[src/rtl/fft_pkg.sv]
// Shared types and default sizing for the FFT peak detector.
// The peak_result_t struct packs one frame's reported result.
package fft_pkg;

  localparam int N        = 1024;
  localparam int BIN_W    = $clog2(N);
  localparam int MAG_W    = 33;
  localparam int MIN_BIN  = 4;
  localparam int MAX_BIN  = 200;
  localparam int K_RATIO  = 8;

  typedef enum logic [1:0] {
    ACCUM  = 2'd0,
    CALC   = 2'd1,
    REPORT = 2'd2
  } peak_state_t;

  typedef struct packed {
    logic [BIN_W-1:0] bin;
    logic [MAG_W-1:0] mag;
    logic             detect;
  } peak_result_t;

endpackage

[src/rtl/fft_peak_detect_window_max.sv]
// Running argmax and exact energy sum over the in-window bins of a frame.
// clr restores the empty-window state; en folds one bin into the window.
module window_max #(
  parameter int MW       = 33,
  parameter int BIN_W    = 10,
  parameter int SUM_W    = 43,
  parameter int INIT_BIN = 0
) (
  input  logic             clk,
  input  logic             reset,
  input  logic             clr,
  input  logic             en,
  input  logic [MW-1:0]    data,
  input  logic [BIN_W-1:0] bin,
  output logic [MW-1:0]    best_mag,
  output logic [BIN_W-1:0] best_bin,
  output logic [SUM_W-1:0] sum
);

  logic [MW-1:0]    best_mag_q, best_mag_d;
  logic [BIN_W-1:0] best_bin_q, best_bin_d;
  logic [SUM_W-1:0] sum_q, sum_d;

  always_comb begin
    best_mag_d = best_mag_q;
    best_bin_d = best_bin_q;
    sum_d      = sum_q;
    if (clr) begin
      best_mag_d = '0;
      best_bin_d = BIN_W'(INIT_BIN);
      sum_d      = '0;
    end else if (en) begin
      sum_d = sum_q + SUM_W'(data);
      // Strictly greater: on ties the earlier (lower) bin is kept.
      if (data > best_mag_q) begin
        best_mag_d = data;
        best_bin_d = bin;
      end
    end
  end

  always_ff @(posedge clk or negedge reset) begin
    if (!reset) begin
      best_mag_q <= '0;
      best_bin_q <= BIN_W'(INIT_BIN);
      sum_q      <= '0;
    end else begin
      best_mag_q <= best_mag_d;
      best_bin_q <= best_bin_d;
      sum_q      <= sum_d;
    end
  end

  assign best_mag = best_mag_q;
  assign best_bin = best_bin_q;
  assign sum      = sum_q;

endmodule

[src/rtl/fft_peak_detect.sv]
// Per-frame peak finder: accumulates a window of magnitude bins, then reports
// the peak bin, its magnitude and whether it dominates the window mean by K.
import fft_pkg::*;

module fft_peak_detect #(
  parameter int MW      = fft_pkg::MAG_W,
  parameter int N       = fft_pkg::N,
  parameter int MIN_BIN = fft_pkg::MIN_BIN,
  parameter int MAX_BIN = fft_pkg::MAX_BIN,
  parameter int K       = fft_pkg::K_RATIO
) (
  input  logic                 clk,
  input  logic                 reset,
  input  logic [MW-1:0]        x_data,
  input  logic                 x_valid,
  output logic                 x_ready,
  output logic                 y_valid,
  input  logic                 y_ready,
  output logic [$clog2(N)-1:0] y_bin,
  output logic [MW-1:0]        y_mag,
  output logic                 y_detect,
  output logic [15:0]          frame_count
);

  localparam int BW    = $clog2(N);
  localparam int SUM_W = MW + BW;
  localparam int PW    = SUM_W + 32;
  localparam int L     = MAX_BIN - MIN_BIN + 1;

  localparam logic [BW-1:0] MIN_B  = BW'(MIN_BIN);
  localparam logic [BW-1:0] MAX_B  = BW'(MAX_BIN);
  localparam logic [BW-1:0] LAST_B = BW'(N - 1);

  generate
    if (MIN_BIN > MAX_BIN || MAX_BIN >= N) begin : g_bad_window
      $error("fft_peak_detect: search window must satisfy MIN_BIN <= MAX_BIN < N");
    end
  endgenerate

  peak_state_t   state_q, state_d;
  logic [BW-1:0] bin_q, bin_d;
  logic          x_ready_q, x_ready_d;
  logic          y_valid_q, y_valid_d;
  logic [BW-1:0] y_bin_q, y_bin_d;
  logic [MW-1:0] y_mag_q, y_mag_d;
  logic          y_detect_q, y_detect_d;
  logic [15:0]   frame_count_q, frame_count_d;

  logic             x_hs, in_win, accept;
  logic [MW-1:0]    best_mag;
  logic [BW-1:0]    best_bin;
  logic [SUM_W-1:0] sum;
  logic [PW-1:0]    peak_scaled, sum_scaled;

  assign x_hs   = x_valid && x_ready_q;
  assign in_win = (bin_q >= MIN_B) && (bin_q <= MAX_B);
  assign accept = y_valid_q && y_ready;

  window_max #(
    .MW       (MW),
    .BIN_W    (BW),
    .SUM_W    (SUM_W),
    .INIT_BIN (MIN_BIN)
  ) u_window_max (
    .clk      (clk),
    .reset    (reset),
    .clr      (accept),
    .en       (x_hs && in_win),
    .data     (x_data),
    .bin      (bin_q),
    .best_mag (best_mag),
    .best_bin (best_bin),
    .sum      (sum)
  );

  // peak >= K * (sum / L) rearranged to avoid division; widths hold the full products.
  assign peak_scaled = PW'(best_mag) * PW'(L);
  assign sum_scaled  = PW'(sum) * PW'(K);

  always_comb begin
    state_d       = state_q;
    bin_d         = bin_q;
    x_ready_d     = x_ready_q;
    y_valid_d     = y_valid_q;
    y_bin_d       = y_bin_q;
    y_mag_d       = y_mag_q;
    y_detect_d    = y_detect_q;
    frame_count_d = frame_count_q;
    case (state_q)
      ACCUM: begin
        if (x_hs) begin
          if (bin_q == LAST_B) begin
            bin_d     = '0;
            state_d   = CALC;
            x_ready_d = 1'b0;
          end else begin
            bin_d = bin_q + BW'(1);
          end
        end
      end
      CALC: begin
        y_bin_d    = best_bin;
        y_mag_d    = best_mag;
        y_detect_d = (peak_scaled >= sum_scaled) && (best_mag != '0);
        y_valid_d  = 1'b1;
        state_d    = REPORT;
      end
      REPORT: begin
        if (y_ready) begin
          y_valid_d     = 1'b0;
          x_ready_d     = 1'b1;
          frame_count_d = frame_count_q + 16'd1;
          state_d       = ACCUM;
        end
      end
      default: begin
        state_d   = ACCUM;
        x_ready_d = 1'b1;
        y_valid_d = 1'b0;
      end
    endcase
  end

  always_ff @(posedge clk or negedge reset) begin
    if (!reset) begin
      state_q       <= ACCUM;
      bin_q         <= '0;
      x_ready_q     <= 1'b1;
      y_valid_q     <= 1'b0;
      y_bin_q       <= '0;
      y_mag_q       <= '0;
      y_detect_q    <= 1'b0;
      frame_count_q <= '0;
    end else begin
      state_q       <= state_d;
      bin_q         <= bin_d;
      x_ready_q     <= x_ready_d;
      y_valid_q     <= y_valid_d;
      y_bin_q       <= y_bin_d;
      y_mag_q       <= y_mag_d;
      y_detect_q    <= y_detect_d;
      frame_count_q <= frame_count_d;
    end
  end

  assign x_ready     = x_ready_q;
  assign y_valid     = y_valid_q;
  assign y_bin       = y_bin_q;
  assign y_mag       = y_mag_q;
  assign y_detect    = y_detect_q;
  assign frame_count = frame_count_q;

endmodule

[config.mk]
export PLATFORM = sky130hd
export DESIGN_NAME = fft_peak_detect
export DESIGN_NICKNAME = d
export VERILOG_FILES = /design/src/rtl/fft_pkg.sv /design/src/rtl/fft_peak_detect_window_max.sv /design/src/rtl/fft_peak_detect.sv
export SDC_FILE = /design/constraint.sdc
export NUM_CORES = 1
export LEC_CHECK = 0
export ABC_CLOCK_PERIOD_IN_PS = 4900
export BUFFER_PORTS_ARGS = -buffer_cell sky130_fd_sc_hd__clkbuf_2
export CAP_MARGIN = 10
export CORE_UTILIZATION = 50
export CTS_CLUSTER_DIAMETER = 150
export DETAILED_ROUTE_END_ITERATION = 12
export PLACE_DENSITY = 0.73
export SLEW_MARGIN = 5
export SYNTH_ARGS = -nofsm -noshare
export SYNTH_HDL_FRONTEND = slang
export SYNTH_HIERARCHICAL = 1
export SYNTH_SLANG_ARGS = --single-unit
export TNS_END_PERCENT = 30
[constraint.sdc]
create_clock -name clk -period 4.9 [get_ports clk]
set_input_delay 0.98 -clock clk [delete_from_list [all_inputs] [get_ports clk]]
set_output_delay 0.98 -clock clk [all_outputs]
set_load 0.005 [all_outputs]
Word level (Yosys, flattened, before mapping)
Index checks and enable logic that the tools add are counted.
- register bits after elaboration: 160
- word-level logic and storage cells: 61
- $add $sub $neg: 3
- multiply operators: 1
- order comparisons: 4
- eq/ne operators: 6
- multiplexer cells: 19
- bitwise logic cells: 2
- reduce and logical (&&, ||, !) cells: 15
- operators with widths (kind ; number):
    two-way mux 33 bit ; 3
    two-way mux 43 bit ; 2
    >= comparator 41 x 46 -> 1 bit ; 1
    adder 43 x 33 -> 43 bit ; 1
    multiplier 33 x 8 -> 41 bit, second input constant ; 1
    two-way mux 10 bit ; 4
    greater-than comparator 33 bit ; 1
    nonzero test 33 bit ; 1
    adder 16 x 1 -> 16 bit, second input constant ; 1
    adder 10 x 1 -> 10 bit, second input constant ; 1
    equality test 10 bit, second input constant ; 1
    >= comparator 10 x 3 -> 1 bit, second input constant ; 1
    less-or-equal comparator 10 x 8 -> 1 bit, second input constant ; 1
    AND reduction 2 bit ; 4
    two-way mux 2 bit ; 3
    inequality test 2 bit, second input constant ; 3
    one-hot mux 1 bit (3 select lines) ; 2
    one-hot mux 2 bit (3 select lines) ; 1
    logical AND 1 bit ; 5
    two-way mux 1 bit ; 4
    AND reduction 4 bit ; 1
    nonzero test 2 bit ; 2
    AND reduction 3 bit ; 1
    equality test 2 x 1 -> 1 bit, second input constant ; 1
    other kinds (3) ; 4

Depth between registers and ports, before layout
Gate-level depths: netlist of the first run.
- depth in word-level cells: 5
- depth in mapped cells: 24
- mapped depth without buffers: 23

Cells and area by module
The synthesis of the first run kept the hierarchy.
- modules (own cells, without submodules) (module ; times used ; cells each ; area an instance (um^2) ; seq. area each (um^2)):
    fft_peak_detect ; 1 ; 916 ; 8663.3 ; 1853.0
    window_max ; 1 ; 670 ; 6218.5 ; 2153.3

Worst setup path after synthesis of the first run
No wires, ideal clock.
- path type: register -> register
- start: register u_window_max.best_mag_q[2], in the netlist u_window_max/best_mag[2]
- end: register y_detect_q, in the netlist y_detect
- arrival: 4880 ps
- required time: 4776 ps
- slack: -104 ps
- cell stages (with the launch flop): 23
- clock period less this slack: 5004 ps
- path through: dfrtp_1 > ha_1 > inv_1 > fa_1 > inv_1 > fa_1 > ha_1 > ha_1 > o211ai_1 > o211ai_1 > a31oi_1 > a221oi_1 > nor3_1 > o21ai_1 > xor2_1 > ha_1 > a21o_1 > a21o_1 > a21oi_1 > o21ai_0 > a221o_1 > o211ai_1 > nand2_1
- cells in the longest elaborated chain, start to end: 3
- elaborated cells between the ends (all ways): 4
- RTL lines (item ; RTL line ; RTL):
    from (decl) ; fft_peak_detect_window_max.sv:20 ; logic [MW-1:0] best_mag_q, best_mag_d;
    from (signal assigned) ; fft_peak_detect_window_max.sv:48 ; best_mag_q <= best_mag_d;
    multiplier 33 x 8 -> 41 bit ; fft_peak_detect.sv:77 ; assign peak_scaled = PW'(best_mag) * PW'(L);
    >= comparator 41 x 46 -> 1 bit ; fft_peak_detect.sv:104 ; y_detect_d = (peak_scaled >= sum_scaled) && (best_mag != '0);
    logical AND 1 bit * ; fft_peak_detect.sv:104 ;
    to (signal assigned) ; fft_peak_detect.sv:141 ; y_detect_q <= y_detect_d;
    to (decl) ; fft_peak_detect.sv:46 ; logic y_detect_q, y_detect_d;
Mark *: on every way between the ends. The rest lies on a longest branch, timed or not.
A chain may end at the register's enable or synchronous reset.

Worst setup path after layout of the first run
- start: register u_window_max.best_mag_q[1], in the netlist u_window_max/best_mag[1]
- end: register y_detect_q, in the netlist y_detect
The elaborated chain is that of the path after synthesis.

==> results of run 1 <==
[worst max-delay path, cell delays in order, from the launching register on]
cell and delay, ns:
dfrtp_1 0.40, ha_1 0.30, inv_2 0.04, fa_1 0.51, inv_2 0.04, fa_1 0.56
ha_4 0.23, ha_4 0.28, buf_4 0.12, o211ai_1 0.11, a211oi_2 0.22, buf_4 0.17
o2111ai_2 0.13, nand3_1 0.14, a21boi_2 0.09, o31ai_2 0.20, xor2_1 0.31, ha_1 0.30
nand4_1 0.13, nor3_2 0.07, o211ai_1 0.16, o21ai_1 0.11, a221o_1 0.30, o211ai_1 0.19
nand2_1 0.07
[kinds of logic (layout without fill, tap and decap cells)]
group | count (synthesis) | after routing | share of synthesized area (%)
xor gates and xnor gates | 81 | 81 | 4.77
muxes | 82 | 82 | 5.64
buffers and inverters | 201 | 471 | 5.38
DFF | 160 | 160 | 26.9
other | 0 | 1 | 0
adders and majority gates | 301 | 301 | 28.1
and+or+nand+nor | 405 | 405 | 13.1
AOI/OAI and AO/OA | 356 | 356 | 16.1
[worst max-delay path by stage]
stage / start / cells past startpoint / end / slack (ns)
after floorplan: u_window_max/best_mag[2] / 22 / y_detect / 0.01
after global placement: u_window_max/best_mag[12] / 20 / y_detect / -0.65
after detailed placement: u_window_max/best_mag[12] / 20 / y_detect / -0.63
after CTS: u_window_max/best_mag[2] / 23 / y_detect / -0.34
after global routing: u_window_max/best_mag[1] / 23 / y_detect / -0.68
final: u_window_max/best_mag[1] / 24 / y_detect / -0.42
[through the flow]
stage          worst slack (ns)  hold slack [ns]
2_1_floorplan            0.0134            0.458
3_3_place_gp             -0.647            0.460
3_5_place_dp             -0.634            0.470
4_1_cts                  -0.341            0.482
5_1_grt                  -0.680            0.496
6_report                 -0.424            0.477
[final cells by class]
class / count / area share (%)
Clock buffer: 18 / 2.45
Antenna cell: 1 / 0.0140
Timing Repair Buffer: 284 / 10.7
Inverter: 155 / 3.25
Clock inverter: 14 / 0.936
Multi-Input combinational cell: 1225 / 57.6
Sequential cell: 160 / 22.4
Tap cell: 384 / 2.68
[routing by layer]
metal	part of all wire (%)	vias to the layer above	global-route usage (%)
met5	0	-	0
met4	3.5	0	10.3
met3	4.3	101	3.48
met2	49	409	48.4
met1	43	6337	35.3
li1	-	6112	-
[flip-flops by register name, summed over array words and instances (netlist names)]
name,flops
u_window_max/sum,43
u_window_max/best_mag,33
y_mag,33
frame_count,16
bin_q,10
u_window_max/best_bin,10
y_bin,10
state_q,2
x_ready,1
y_detect,1
y_valid,1
[cell usage in the layout (no fill, tap or decap), drive strengths merged, types with 55 or more instances in the layout]
cell type,netlist,routed
nor2,117,117
dfrtp,158,158
a21o,70,70
mux2i,70,70
a21oi,102,102
fa,55,55
clkbuf,25,115
buf,21,187
inv,155,162
o21ai,86,86
ha,246,246
nand2,121,121
[timing repair]
| item | 4_1_cts | 5_1_grt |
|---|---|---|
| setup endpoints to repair | 1 | 1 |
| gates resized for setup | 26 | 11 |
| gates cloned | 0 | 0 |
| setup buffers | 11 | 5 |
| pin swaps | 33 | 22 |
| hold buffers | 0 | 0 |
==> results.cfg, run 1 <==
[layout]
area_growth_pct = 20.4
seq_area_um2 = 4010
layout-drive-gt1-share_pct = 21.4
nets = 2181
layoutNonFillerInstCount = 2241
multi_input_area_um2 = 10300
design_area_um2 = 17900
fillerInstances = 2406
utilization_pct = 61.8

[global_route]
grt_usage_pct = 27.9
overflow = 0
grt_max_degree = 74
grt_antenna_before_repair = 0
grt_first_pass_wirelength_um = 66700
grt_pass1_vias = 13000

[route]
dr_total_vias = 13000
ant_nets = 0
drt-wirelength-per-cell_um = 18.7
first_iter_violations = 907
viasPerCell = 5.78
drc = 0
firstDrtPassIters = 5
wirelength_um = 41800

[synth]
synth_area_leaders = dfrtp_1 27%, ha_1 21%, fa_1 7.4%
seq_area_frac_synth_pct = 26.9
syn-num-nets = 1924
synth_cells = 1586
synth_top_area_cell = dfrtp_1
ys_ff_latch = 160
synth_warnings = 6
synth_area_um2 = 14900
synth.avg_cell_area_um2 = 9.38
synth.most_common_cell = ha_1
synth.distinct_cells = 82
synth_top_cell_area_share_pct = 26.6
ys_async_sr_fraction_pct = 100
ys.flop_type = dfrtp_1
synthTopCellsByCount = 246 x ha_1, 158 x dfrtp_1, 155 x inv_1
synth_edf_count = 0

[timing]
finalCriticalPeriod_ns = 5.32
tns_ns = -0.424
rsz0062_at_grt = yes
finalSetupViolations = 1
hold_viol = 0
max_slew_margin_pct = 51.2
fin_worst_skew_ns = 0.0239
final.setup.worst_slack_ns = -0.424
max_freq_ghz = 0.188
timing.final.crit_share_pct = 109
tightest_slew_ns = 0.729
slew_violations = 0

[clock_tree]
htreeDepth = 4
clockBufferDepth = 2
root_buffer = clkbuf_16
cts_tree = done
path_clk_slew_ns = 0.08
worstSkewPairLatency_ns = 0.45
numCtsBuffers = 17
cts_sinks = 160

[worst_setup_path]
start_kind = flop
r2r_cells = 24
r2r-start = u_window_max/best_mag[1]
r2r_slack_ns = -0.42
cp-end-kind = flop
arrival_ns = 5.65
cp_max_fo = 3
path_class = reg -> reg
cp.required_ns = 5.22
worst_r2r_endpoint = y_detect

[floorplan]
core_um2 = 29000
io_pins = 99
die_w_um = 175
rows = 62
fp.dieH_um = 175
start_util_pct = 51.3
die_area_um2 = 30500

[hold_path]
hold_path_end = x_ready
min_from = x_ready
min_path_type = reg -> reg
holdPathStages = 2

[placed_design]
post_dp_cell_area_um2 = 17000
portBuffers = 98
gp_congestion = 0.938
hpwlAfterDp_um = 32200
dp.cells = 2193

[flow_run]
max-cap-violations = 0

[status]
violations = setup timing
outcome = complete, but fails checks
Power of run 1 is not shown: default switching activity piles up to over one toggle a cycle in this logic, so the estimate is an artifact.
==> run 2, diff against run 1 <==
Settings changed: CORE_ASPECT_RATIO from default to 1.75.
==> results.cfg, run 2 (synthesis gave the netlist of run 1 again) <==
[status]
outcome = complete, but fails checks
violations = setup timing

[route]
dr_total_vias = 12900
first_iter_violations = 645
drc = 0
viasPerCell = 5.77
drt-wirelength-per-cell_um = 19.8
wirelength_um = 44400
firstDrtPassIters = 5
ant_nets = 0

[clock_tree]
ctsHoldBuffers = 0
cts_tree = done
path_clk_slew_ns = 0.07
clockBufferDepth = 2
numCtsBuffers = 17
root_buffer = clkbuf_16
cts_sinks = 160
htreeDepth = 4
worstSkewPairLatency_ns = 0.46

[placed_design]
portBuffers = 98
hpwlAfterDp_um = 35300
gp_congestion = 0.989

[global_route]
grt_pass1_vias = 13800
grt_max_degree = 82
grt_usage_pct = 30.5
grt_first_pass_wirelength_um = 71400
overflow = 0
grt_antenna_before_repair = 2

[timing]
rsz0062_at_grt = yes
slew_violations = 0
timing.final.crit_share_pct = 108
max_freq_ghz = 0.189
hold_viol = 0
final.setup.worst_slack_ns = -0.379
finalSetupViolations = 1
fin_worst_skew_ns = 0.00916
tightest_slew_ns = 0.821
hold_ws_ns = 0.473
finalCriticalPeriod_ns = 5.28
max_slew_margin_pct = 45.3

[floorplan]
rows = 83
core_um2 = 29300
die_area_um2 = 30500
die_w_um = 132
io_pins = 99
start_util_pct = 50.8
fp.dieH_um = 230

[worst_setup_path]
r2r_cells = 23
cp-end-kind = flop
path_class = reg -> reg
arrival_ns = 5.62
cp.required_ns = 5.24
start_kind = flop
cp_max_fo = 5

[layout]
area_growth_pct = 21.8
final_cell_mix = 227 x ha_1, 187 x buf_4, 155 x dfrtp_1
nets = 2185
layout-drive-gt1-share_pct = 22.4
largest_reg_flops = 43
final_common_cell = ha_1

[flow_run]
max-cap-violations = 0

[hold_path]
min_path_type = reg -> reg
holdPathStages = 1
## run 2: worst max-delay path, stage by stage (launching register included)
cell      delay [ns]
dfrtp_1         0.37
inv_1           0.09
ha_1            0.33
fa_1            0.56
fa_1            0.43
ha_1            0.33
ha_4            0.31
nand4_1         0.20
nor3_2          0.25
a21oi_4         0.05
buf_4           0.13
nand3b_1        0.19
a21oi_2         0.10
o21ai_1         0.16
xor2_1          0.29
ha_1            0.32
nand4_1         0.13
nor3_2          0.07
o211ai_1        0.11
buf_4           0.16
o21ai_1         0.05
a221o_1         0.27
o211ai_1        0.17
nand2_1         0.08
## run 2: layout make-up
cell class / instances / area, µm²
repair buffers: 288 / 1930
inverters: 155 / 582
multi-input cells: 1225 / 10500
fillers: 2496 / 11200
well taps: 382 / 478
clock inverters: 13 / 144
flip-flops and latches: 160 / 4010
diodes: 1 / 2.50
clock buffers: 19 / 453
## run 2: stage by stage
| step | utilization, % | TNS [ns] | worst slack, ns | instance area [µm²] | instances |
|---|---|---|---|---|---|
| 2_1_floorplan | - | 0 | 0.0134 | 14900 | 1586 |
| 3_3_place_gp | 58.0 | -0.780 | -0.780 | 17000 | 2195 |
| 3_5_place_dp | 58.0 | -0.796 | -0.796 | 17000 | 2195 |
| 4_1_cts | 61.8 | -0.297 | -0.297 | 18100 | 2241 |
| 5_1_grt | 61.9 | -0.596 | -0.596 | 18100 | 2242 |
| 6_report | 61.9 | -0.379 | -0.379 | 18100 | 2243 |
## run 2: path summary, 6_finish.rpt
path,start,to,slack [ns]
setup / recovery,u_window_max/best_mag[12],y_detect,-0.38
hold / removal,frame_count[15],frame_count[15],0.47
setup reg to reg,u_window_max/best_mag[12],y_detect,-0.38
hold reg to reg,frame_count[15],frame_count[15],0.47
max in group asynchronous,reset,bin_q[6],3.26
min in group asynchronous,reset,frame_count[15],0.57
## run 2: per-layer routing
layer / GRT usage (%) / vias to the layer above / part of all wire, %
met5: 0 / - / 0.054
met4: 24.2 / 4 / 8.1
met2: 55.8 / 373 / 52
met3: 4.67 / 198 / 3.6
li1: - / 6105 / -
met1: 30.4 / 6253 / 36
## run 2: timing repair
action / 4_1_cts / 5_1_grt
buffers inserted: 14 / 1
gates resized for setup: 57 / 3
endpoints found under the setup margin: 1 / 1
pin swaps: 42 / 10
endpoints found under the hold margin: 0 / 0
Power of run 2 is left out for the same reason.
